`src/rtl/cp0_pkg.sv`:
```
// Shared CPU definitions: CP0 register numbers, field positions, exception codes
// and the handler address used by both cp0 and pc.
package cpu_defs;

    localparam logic [4:0] REG_SR    = 5'd12;
    localparam logic [4:0] REG_CAUSE = 5'd13;
    localparam logic [4:0] REG_EPC   = 5'd14;
    localparam logic [4:0] REG_PRID  = 5'd15;

    localparam int SR_IM_HI     = 15;
    localparam int SR_IM_LO     = 10;
    localparam int SR_EXL       = 1;
    localparam int SR_IE        = 0;
    localparam int CAUSE_BD     = 31;
    localparam int CAUSE_IP_HI  = 15;
    localparam int CAUSE_IP_LO  = 10;
    localparam int CAUSE_EXC_HI = 6;
    localparam int CAUSE_EXC_LO = 2;

    localparam logic [4:0] EXC_INT  = 5'd0;
    localparam logic [4:0] EXC_ADEL = 5'd4;
    localparam logic [4:0] EXC_ADES = 5'd5;
    localparam logic [4:0] EXC_RI   = 5'd10;
    localparam logic [4:0] EXC_OV   = 5'd12;

    localparam logic [31:0] HANDLER_ADDR = 32'h0000_4180;

    // Only the implemented fields are stored; everything else reads as zero.
    typedef struct packed {
        logic [5:0] im;
        logic       exl;
        logic       ie;
    } sr_t;

    typedef struct packed {
        logic       bd;
        logic [5:0] ip;
        logic [4:0] exc_code;
    } cause_t;

    function automatic logic [31:0] sr_word(input sr_t sr);
        logic [31:0] w;
        w                    = '0;
        w[SR_IM_HI:SR_IM_LO] = sr.im;
        w[SR_EXL]            = sr.exl;
        w[SR_IE]             = sr.ie;
        return w;
    endfunction

    function automatic logic [31:0] cause_word(input cause_t cause);
        logic [31:0] w;
        w                            = '0;
        w[CAUSE_BD]                  = cause.bd;
        w[CAUSE_IP_HI:CAUSE_IP_LO]   = cause.ip;
        w[CAUSE_EXC_HI:CAUSE_EXC_LO] = cause.exc_code;
        return w;
    endfunction

endpackage

```
`src/rtl/cp0_if.sv`:
```
// Pipeline-to-CP0 bundle: M-stage mfc0/mtc0 traffic, victim info and interrupt lines,
// plus the request/EPC/read-data returned to the pipeline.
interface cp0_if;
    logic [4:0]  A1;
    logic [4:0]  A2;
    logic [31:0] DIn;
    logic        We;
    logic [31:0] PC;
    logic        BD;
    logic [4:0]  ExcCode;
    logic [5:0]  HWInt;
    logic        EXLClr;
    logic        IntReq;
    logic [31:0] EPC;
    logic [31:0] DOut;

    modport master (
        output A1, A2, DIn, We, PC, BD, ExcCode, HWInt, EXLClr,
        input  IntReq, EPC, DOut
    );

    modport slave (
        input  A1, A2, DIn, We, PC, BD, ExcCode, HWInt, EXLClr,
        output IntReq, EPC, DOut
    );
endinterface

```
`src/rtl/cp0.sv`:
```
// Coprocessor 0: SR/Cause/EPC/PrID, interrupt-vs-exception arbitration and
// M-stage mfc0/mtc0 service. Drives the PC's IRQ and supplies EPC for eret.
module cp0
    import cpu_defs::*;
#(
    parameter logic [31:0] PRID = 32'h2016_1115
) (
    input  logic  clk,
    input  logic  reset,
    cp0_if.slave  bus
);

    sr_t         sr_q,    sr_d;
    cause_t      cause_q, cause_d;
    logic [31:0] epc_q,   epc_d;

    logic        int_pend;
    logic        exc_pend;
    logic        int_req;
    logic [31:0] victim_pc;

    // Live HWInt feeds the request, not the registered Cause.IP copy.
    always_comb begin
        int_pend  = (|(bus.HWInt & sr_q.im)) & sr_q.ie & ~sr_q.exl;
        exc_pend  = (bus.ExcCode != EXC_INT) & ~sr_q.exl;
        int_req   = ~reset & (int_pend | exc_pend);
        victim_pc = bus.BD ? (bus.PC - 32'd4) : bus.PC;
    end

    // NOTE: every always_comb output gets its hold value first so no path leaves it unassigned (no latch).
    always_comb begin
        sr_d        = sr_q;
        cause_d     = cause_q;
        epc_d       = epc_q;
        cause_d.ip  = bus.HWInt;

        if (int_req) begin
            // Entry wins outright: a concurrent mtc0 is discarded.
            sr_d.exl         = 1'b1;
            cause_d.bd       = bus.BD;
            cause_d.exc_code = int_pend ? EXC_INT : bus.ExcCode;
            epc_d            = {victim_pc[31:2], 2'b00};
        end else begin
            if (bus.We) begin
                case (bus.A2)
                    REG_SR: begin
                        sr_d.im  = bus.DIn[SR_IM_HI:SR_IM_LO];
                        sr_d.exl = bus.DIn[SR_EXL];
                        sr_d.ie  = bus.DIn[SR_IE];
                    end
                    REG_EPC: epc_d = {bus.DIn[31:2], 2'b00};
                    default: ;
                endcase
            end
            // eret is applied after the write so it always leaves EXL clear.
            if (bus.EXLClr) sr_d.exl = 1'b0;
        end
    end

    // NOTE: sequential state uses non-blocking assignments; reset is synchronous and outranks everything.
    always_ff @(posedge clk) begin
        if (reset) begin
            sr_q    <= '0;
            cause_q <= '0;
            epc_q   <= '0;
        end else begin
            sr_q    <= sr_d;
            cause_q <= cause_d;
            epc_q   <= epc_d;
        end
    end

    // Reads see committed state only; a same-cycle mtc0 is not bypassed.
    always_comb begin
        bus.DOut = '0;
        case (bus.A1)
            REG_SR:    bus.DOut = sr_word(sr_q);
            REG_CAUSE: bus.DOut = cause_word(cause_q);
            REG_EPC:   bus.DOut = epc_q;
            REG_PRID:  bus.DOut = PRID;
            default:   bus.DOut = '0;
        endcase
    end

    assign bus.IntReq = int_req;
    assign bus.EPC    = epc_q;

endmodule

```
`src/flat_wrapper.sv`:
```
// flat-port wrapper written by rule: the top's interface ports become plain ports
module cp0_flat import cpu_defs::*;
#(
    parameter logic [31:0] PRID = 32'h2016_1115
)
  (clk, reset, bus_A1, bus_A2, bus_DIn, bus_We, bus_PC, bus_BD, bus_ExcCode, bus_HWInt, bus_EXLClr, bus_IntReq, bus_EPC, bus_DOut);
  cp0_if bus_i ();
  input  logic clk;
  input  logic reset;
  input wire logic [$bits(bus_i.A1)-1:0] bus_A1;
  input wire logic [$bits(bus_i.A2)-1:0] bus_A2;
  input wire logic [$bits(bus_i.DIn)-1:0] bus_DIn;
  input wire logic [$bits(bus_i.We)-1:0] bus_We;
  input wire logic [$bits(bus_i.PC)-1:0] bus_PC;
  input wire logic [$bits(bus_i.BD)-1:0] bus_BD;
  input wire logic [$bits(bus_i.ExcCode)-1:0] bus_ExcCode;
  input wire logic [$bits(bus_i.HWInt)-1:0] bus_HWInt;
  input wire logic [$bits(bus_i.EXLClr)-1:0] bus_EXLClr;
  output wire logic [$bits(bus_i.IntReq)-1:0] bus_IntReq;
  output wire logic [$bits(bus_i.EPC)-1:0] bus_EPC;
  output wire logic [$bits(bus_i.DOut)-1:0] bus_DOut;
  assign bus_i.A1 = bus_A1;
  assign bus_i.A2 = bus_A2;
  assign bus_i.DIn = bus_DIn;
  assign bus_i.We = bus_We;
  assign bus_i.PC = bus_PC;
  assign bus_i.BD = bus_BD;
  assign bus_i.ExcCode = bus_ExcCode;
  assign bus_i.HWInt = bus_HWInt;
  assign bus_i.EXLClr = bus_EXLClr;
  assign bus_IntReq = bus_i.IntReq;
  assign bus_EPC = bus_i.EPC;
  assign bus_DOut = bus_i.DOut;
  cp0 #(.PRID(PRID)) u_core (.clk(clk), .reset(reset), .bus(bus_i));
endmodule
```
`config.mk`:
```
export PLATFORM = sky130hd
export DESIGN_NAME = cp0_flat
export DESIGN_NICKNAME = d
export VERILOG_FILES = /design/src/rtl/cp0_pkg.sv /design/src/rtl/cp0_if.sv /design/src/rtl/cp0.sv /design/src/flat_wrapper.sv
export SDC_FILE = /design/constraint.sdc
export NUM_CORES = 1
export LEC_CHECK = 0
export CORE_ASPECT_RATIO = 1.1
export CORE_UTILIZATION = 45
export CTS_CLUSTER_DIAMETER = 200
export DETAILED_ROUTE_END_ITERATION = 16
export GPL_TIMING_DRIVEN = 0
export MAX_ROUTING_LAYER = met4
export PLACE_DENSITY = 0.92
export RECOVER_POWER = 25
export SKIP_LAST_GASP = 1
export SLEW_MARGIN = 5
export SYNTH_ARGS = -nofsm -noshare
export SYNTH_HDL_FRONTEND = slang
export SYNTH_SLANG_ARGS = --single-unit
```
`constraint.sdc`:
```
create_clock -name clk -period 3.4 [get_ports clk]
set_input_delay 0.34 -clock clk [delete_from_list [all_inputs] [get_ports clk]]
set_output_delay 0.34 -clock clk [all_outputs]
set_load 0.05 [all_outputs]
```
Yosys cells after proc, flatten, opt, wreduce, memory -nomap -nowiden
Cells that the tools add are included.
{ "word_totals": {"ff_bits": 50, "latchBits": 0, "ram_bits": 0, "rom_bits": 0, "inputBits": 90, "memories": 0} }
{ "op_classes": {"addsub": 1, "n_mul": 0, "div": 0, "n_lt_le_gt_ge": 0, "n_eq_ne": 6, "n_shift": 0, "mux": 10, "bitwise_logic": 9, "reduce_logical": 9} }
{ "ops": {"columns": ["op", "count"], "rows": [
  ["2-to-1 mux 32 bit", 4],
  ["case mux 32 bit (4 select lines)", 1],
  ["subtractor 32 x 3 -> 32 bit, second input constant", 1],
  ["== test 5 x 4 -> 1 bit, second input constant", 6],
  ["bitwise AND 6 bit", 1],
  ["nonzero test 3 bit", 2],
  ["OR reduction 6 bit", 1],
  ["2-to-1 mux 5 bit", 1],
  ["nonzero test 5 bit", 1],
  ["bitwise AND 1 bit", 4],
  ["2-to-1 mux 2 bit", 2],
  ["AND reduction 2 bit", 2],
  ["nonzero test 2 bit", 2],
  ["inverter 1 bit", 3],
  ["AND reduction 3 bit", 1],
  ["2-to-1 mux 1 bit", 2],
  ["bitwise OR 1 bit", 1]
]} }

Longest topological paths before layout
{ "logic_depth": {"depth_word": 8, "ltp_mapped": 7, "ltp_nobuf": 7} }

Worst setup path after synthesis
OpenSTA, ideal clock, no wires.
{ "synth_timing": {"path_kind": "input to output", "from": "in bus_A1[1]", "to": "out bus_DOut[12]", "arrival_time_ns": 2.137, "slack_ns": 0.923, "stages": 4, "path_buffers": 2, "cell_sequence": "clkbuf_1 clkbuf_1 a211oi_1 nor3_1"} }
{ "synth_between": {"elab_chain_cells": 2, "elab_cells_between_ends": 5} }
{ "synth_lines": {"columns": ["item", "line", "text"], "rows": [
  ["start, declared", "flat_wrapper.sv:10", "input wire logic [$bits(bus_i.A1)-1:0] bus_A1;"],
  ["== test 5 x 4 -> 1 bit", "cp0.sv:76", "case (bus.A1)"],
  ["case mux 32 bit (4 select lines) (*)", "cp0.sv:76", null],
  ["end, declared", "flat_wrapper.sv:21", "output wire logic [$bits(bus_i.DOut)-1:0] bus_DOut;"]
]} }
Every way passes the cells marked *; elsewhere a longest branch is shown, timed or not.

Worst setup path after layout
{ "layout_timing": {"from": "in bus_A1[1]", "to": "out bus_DOut[21]"} }
The elaborated chain is that of the path after synthesis.

==> flow_summary_export.csv <==
group,metric,value,unit
route,detailed_route_via_count,3488,
sta,final-hold-violation-count,0,
layout,final_area,0.004852,mm^2
yosys,synth.distinct_cells,50,
yosys,synth_seq_cells,50,
sta,slew_headroom,0.4700,
die,placementRows,31,
yosys,synthMuxAreaShare,0.1363,
die,ios,155,
power_and_ir_drop,switching_power,535.9,uW
sta,final_setup_vio_count,0,
worst_setup_path,setup.worst_path.end_class,"primary output",
yosys,synth-edff-count,0,
yosys,dominant_combinational_cell_family_by_area_after_synthesis,"simple AND/OR/NAND/NOR gates",
cts,numCtsBuffers,5,
yosys,yosysWarningCount,0,
worst_setup_path,worst_setup_path_endpoint,"bus_DOut[21]",
power_and_ir_drop,power_frac_comb,0.349,
grt,grt_max_degree,15,
route,drc,0,
die,floorplan.core_area,0.006749,mm^2
worst_hold_path,worst_hold_path_type,"input pin to flop",
die,chipWidth,82.57,um
sta,maxClockFrequency,322.7,MHz
yosys,synth_flop_cell,"sky130_fd_sc_hd__dfxtp_1",
power_and_ir_drop,peakVddDrop,0.0001809,V
layout,drive_above_1_share,0.06929,
placement,post_dp_cell_area,0.004781,mm^2
yosys,post_synth_fa_ha_maj_area_fraction,0.003894,
cts,cts.reportedPaths.clkPinSlew,0.08,ns
cts,cts-resized-gates,0,
power_and_ir_drop,total_power_consumption,1.527,mW
cts,clk_root_buffer_cell,"sky130_fd_sc_hd__clkbuf_8",
die,dieArea,0.007482,mm^2
grt,globalRouteOverflowTotal,0,
cts,tritoncts,"done",
worst_setup_path,cp_slowest_cell,"sky130_fd_sc_hd__clkdlybuf4s50_1",
worst_setup_path,reg2regPathDepth,7,
placement,io_buffer_count,146,
sta,timing.final.crit_period,3.099,ns
worst_setup_path,crit_path_cell_trace,"clkbuf_1, nor2b_1, nor2b_1, clkbuf_1, and2_1, clkdlybuf4s50_1",
grt,number_of_antenna_violations_at_the_first_check_in_global_routing,0,
worst_setup_path,criticalPathCategory,"input pin to primary output",
power_and_ir_drop,pwr-share-clk,0.216,
sta,clock-skew-final,0.003282,ns
power_and_ir_drop,p_int,991.3,uW
worst_setup_path,critical_path_data_arrival_time,2.76,ns
yosys,synth-seq-area-share,0.3115,
yosys,synthesis.area_per_instance,8.455,um^2
sta,min_period_over_period,0.9115,
yosys,ys_async_sr_fraction,0,
flow_run,drv.max_cap_violation_count,0,
worst_setup_path,worstPathMaxFanout,10,
yosys,synth_compound_area_frac,0.1503,
sta,tightestPinTransition,0.7949,ns
worst_setup_path,rr_endpoint,"u_core.sr_q[1]",
route,postRouteWirelength,10.81,mm
die,initial_utilization,0.4761,
power_and_ir_drop,switching_share_of_total_power,0.3509,
cts,clock_insertion_delay_worst_skew,0.30,ns
cts,maximum_count_of_clock_buffers_along_a_single_path,2,
cts,cts_sinks,50,
yosys,synth_area,0.003213,mm^2
worst_setup_path,critical-path-max-stage-delay,0.80,ns
worst_setup_path,reg2reg_setup_slack,1.07,ns
cts,cts_hold_buffers,0,
placement,post-dp-hpwl,8.605,mm
route,route.antenna.remaining_nets,0,
route,detailedRoute.firstPassIterationCount,5,
layout,finalNetCount,625,
layout,layout-area-overhead-vs-synth,51.01,%
sta,grt_setup_unrepaired,"false",
placement,globalplace.congestion,0.9272,
run_status,outcome,"finished, final reports clean",
layout,antenna_cells,0,
cts,post-cts-setup-buffer-count,0,
worst_setup_path,worst_setup_path_start_kind,"input pin",
sta,maxSlewViolCount,0,
sta,fin_setup_tns,0,ns
layout,utilization,0.7189,
power_and_ir_drop,fraction_of_power_consumed_by_sequential_logic,0.435,
route,drt_iter0_drc,273,
worst_setup_path,r2r_start,"u_core.sr_q[5]",
power_and_ir_drop,power_dens_cells,314.7,mW/mm^2
cts,cts-htree-levels,2,
grt,first_pass_grt_wire_length,16.64,mm
die,floorplan.die.height,90.63,um
route,route.detailed.vias_per_inst,5.662,
worst_setup_path,worstSetupStartpoint,"bus_A1[1]",
yosys,synthSimpleGateAreaFrac,0.2702,
yosys,synth_xor_xnor_area_share,0.07632,
grt,groute.usage.overall,0.2987,
worst_setup_path,required,3.06,ns
yosys,syn-instance-count,380,
route,avgRoutedWirePerCell,17.55,um
grt,via_count_of_the_first_global_routing_pass,3379,
power_and_ir_drop,total_leakage_power,2.025,nW
## layer usage
layer	up-vias	track usage	part of all wire
li1	1660	-	-
met1	1632	0.3493	0.39
met2	168	0.5165	0.51
met3	28	0.03434	0.067
met4	0	0.1034	0.028
met5	-	-	0
## power by group through the flow
stage | Combinational (mW) | Sequential [mW] | Clock, mW
finish | 0.533 | 0.665 | 0.330
global route | 0.562 | 0.669 | 0.355
CTS | 0.540 | 0.664 | 0.329
detailed placement | 0.538 | 0.678 | 0
global placement | 0.529 | 0.676 | 0
floorplan | 0.189 | 0.782 | 0
## registers in the layout, summed over array words and instances, names as in the netlist
signal          count
u_core.bus.EPC     30
u_core.cause_q     12
u_core.sr_q         8
## cells in the final DEF (no fill, tap or decap), types with 3 or more instances in the layout
master                              n
sky130_fd_sc_hd__clkbuf_8           6
sky130_fd_sc_hd__clkdlybuf4s50_1  120
sky130_fd_sc_hd__a22o_1             3
sky130_fd_sc_hd__xnor2_1           24
sky130_fd_sc_hd__mux2_2             6
sky130_fd_sc_hd__o21ai_0            3
sky130_fd_sc_hd__nand2_1           10
sky130_fd_sc_hd__mux2i_1           37
sky130_fd_sc_hd__dfxtp_1           50
sky130_fd_sc_hd__nor2b_1           13
sky130_fd_sc_hd__inv_1              3
sky130_fd_sc_hd__nor2_1            68
sky130_fd_sc_hd__and2_1            13
sky130_fd_sc_hd__nand4b_1           4
sky130_fd_sc_hd__dlygate4sd3_1     26
sky130_fd_sc_hd__nor4_1             8
sky130_fd_sc_hd__a22oi_1            9
sky130_fd_sc_hd__buf_2              4
sky130_fd_sc_hd__clkbuf_1          17
sky130_fd_sc_hd__a21oi_1           17
sky130_fd_sc_hd__nor3_2             3
sky130_fd_sc_hd__nand3_1            6
sky130_fd_sc_hd__a211oi_1          21
sky130_fd_sc_hd__xor2_1             4
sky130_fd_sc_hd__nor3_1            10
sky130_fd_sc_hd__a21o_1             8
sky130_fd_sc_hd__nand4_1            3
## layout make-up
cell class	count	area [um^2]
tap	82	102.6
fill	531	1897
clock inverter	2	10.01
multi-input combinational	300	2054
inverter	3	11.26
buffer	28	142.6
timing repair buffer	146	1461
sequential	50	1001
clock buffer	5	68.82
## worst min-delay path by stage
| stage | slack, ns | endpoint | from | cells past startpoint |
|---|---|---|---|---|
| 3_5_place_dp | 0.48 | u_core.cause_q[11] | u_core.cause_q[11] | 2 |
| 6_report | 0.38 | u_core.cause_q[11] | bus_BD | 3 |
| 5_1_grt | 0.39 | u_core.cause_q[11] | bus_BD | 3 |
| 2_1_floorplan | 0.43 | u_core.cause_q[11] | u_core.cause_q[11] | 2 |
| 4_1_cts | 0.37 | u_core.cause_q[11] | bus_BD | 3 |
| 3_3_place_gp | 0.47 | u_core.cause_q[11] | u_core.cause_q[11] | 2 |
## synth_stat cells (9+ instances only)
cell type                  instances  share of area
sky130_fd_sc_hd__nor2_1           68          0.079
sky130_fd_sc_hd__dfxtp_1          50           0.31
sky130_fd_sc_hd__mux2i_1          37           0.12
sky130_fd_sc_hd__xnor2_1          24          0.065
sky130_fd_sc_hd__a211oi_1         21          0.049
sky130_fd_sc_hd__a21oi_1          17          0.026
sky130_fd_sc_hd__clkbuf_1         16          0.019
sky130_fd_sc_hd__and2_1           13          0.025
sky130_fd_sc_hd__nor2b_1          13          0.025
sky130_fd_sc_hd__nand2_1          10          0.012
sky130_fd_sc_hd__nor3_1           10          0.016
sky130_fd_sc_hd__a22oi_1           9          0.021
## per-stage QoR
stage                     hold WS, ns  setup WS, ns  instances
after floorplan                0.4345        0.9226        381
after global placement         0.4718        0.3590        609
after detailed placement       0.4821        0.3056        609
after CTS                      0.3737        0.3012        616
after global routing           0.3883        0.1950        616
final                          0.3849        0.3009        616
## cells by family (layout without fill, tap and decap cells)
kind of cell / count (synthesis) / in the layout
AO/OA/AOI/OAI: 69 / 69
XOR/XNOR: 28 / 28
adder cells (fa/ha/maj): 1 / 1
buffers and inverters: 31 / 184
flip-flops: 50 / 50
multiplexers: 43 / 43
other: 1 / 2
AND/OR/NAND/NOR: 157 / 157
## critical path, delay by kind of cell
family / cells / cell delay, ns
buffers and inverters: 3 / 1.52
and+or+nand+nor: 3 / 0.90
(Power assumes the default switching activity.)
==> variant, RTL diff (same settings) <==
`PRID` is set to 32'h2016_1115 in 2 places; all go to 32'h100B088A.
--- a/src/rtl/cp0.sv
+++ b/src/rtl/cp0.sv
@@ -5,3 +5,3 @@
 #(
-    parameter logic [31:0] PRID = 32'h2016_1115
+    parameter logic [31:0] PRID = 32'h100B088A
 ) (
--- a/src/flat_wrapper.sv
+++ b/src/flat_wrapper.sv
@@ -3,3 +3,3 @@
 #(
-    parameter logic [31:0] PRID = 32'h2016_1115
+    parameter logic [31:0] PRID = 32'h100B088A
 )
Check against the original RTL: not equivalent (a bounded check fails within 4 cycles, from zero or initial values and one cycle with reset high).
==> variant against the original RTL <==
Routed wire length up 0.65%; sequential cell count stayed put; final area up 0.67%; total power is 12% higher; register-to-register slack gained 0.22 ns; fmax fell by 4.9%; setup slack got worse by 0.16 ns; synthesized area shrank 0.93%.
==> variant: results (changes against the original RTL) <==
Final #Nets -> 626 (+0.16%)
status -> finished, final reports clean
M1 WL -> 4.366 mm (+3.3%)
metal3 WL -> 747 um (+2.8%)
Clk. pwr -> 500 uW (+52%)
Place WS -> -0.1201 ns (-0.4257 ns)
WP data arrival -> 2.92 ns (+0.16 ns)
FF-to-FF setup slack -> 1.29 ns (+0.22 ns)
largest net degree at the start of global routing -> 19 (+4)
DR WL/cell -> 17.60 um (+0.32%)
crit path launch -> bus_ExcCode[3]
LEAKAGE -> 0.001946 uW (-3.9%)
switching part of the total power -> 32.39% (-2.7 points)
DP HPWL -> 8.589 mm (-0.19%)
Final Wtd Congestion -> 0.9223 (-0.53%)
first-pass GRT wire length -> 16.78 mm (+0.87%)
combinational power share -> 31.5% (-3.4 points)
largest cells by area after synthesis -> dfxtp_1 31%, mux2i_1 11%, nor2_1 6.3%
worst-case vdd ir drop -> 0.0002315 V (+28%)
Worst Reg-to-Reg Cells -> 6 (-1)
adder-cell share of the synthesized area -> 0.3931% (+0.0037 points)
layout cells sized above 1 -> 7.463% (+0.53 points)
most frequent cells after synthesis -> 53 x nor2_1, 50 x dfxtp_1, 35 x mux2i_1, 28 x a21oi_1, 18 x xnor2_1
distinct cell type count after synthesis -> 48 (-4.0%)
GRT Overall Usage -> 30.39% (+0.52 points)
fin crit period -> 3.260 ns (+0.1608 ns)
via count -> 3515 (+0.77%)
==> variant: per-stage QoR <==
stage | total power [uW] | hold slack [ns] | instances
2_1_floorplan | 972.6 | 0.4323 | 383
3_3_place_gp | 1207 | 0.4427 | 611
3_5_place_dp | 1217 | 0.4542 | 611
4_1_cts | 1704 | 0.3817 | 618
5_1_grt | 1763 | 0.3990 | 618
6_report | 1703 | 0.3934 | 618
==> variant: area by class of cell <==
| class | instances | area [um^2] |
|---|---|---|
| inverter | 4 | 15.01 |
| tap | 82 | 102.6 |
| fill | 513 | 1826 |
| timing repair buffer | 146 | 1461 |
| multi-input combinational | 302 | 2039 |
| clock inverter | 3 | 68.82 |
| sequential | 50 | 1001 |
| buffer | 26 | 127.6 |
| clock buffer | 5 | 68.82 |
==> variant: critical path, stage by stage <==
cell             delay, ns
clkdlybuf4s50_1       0.42
or4_1                 0.56
o21bai_1              0.29
and2_1                0.17
buf_2                 0.32
nor2_1                0.09
clkdlybuf4s50_1       0.71
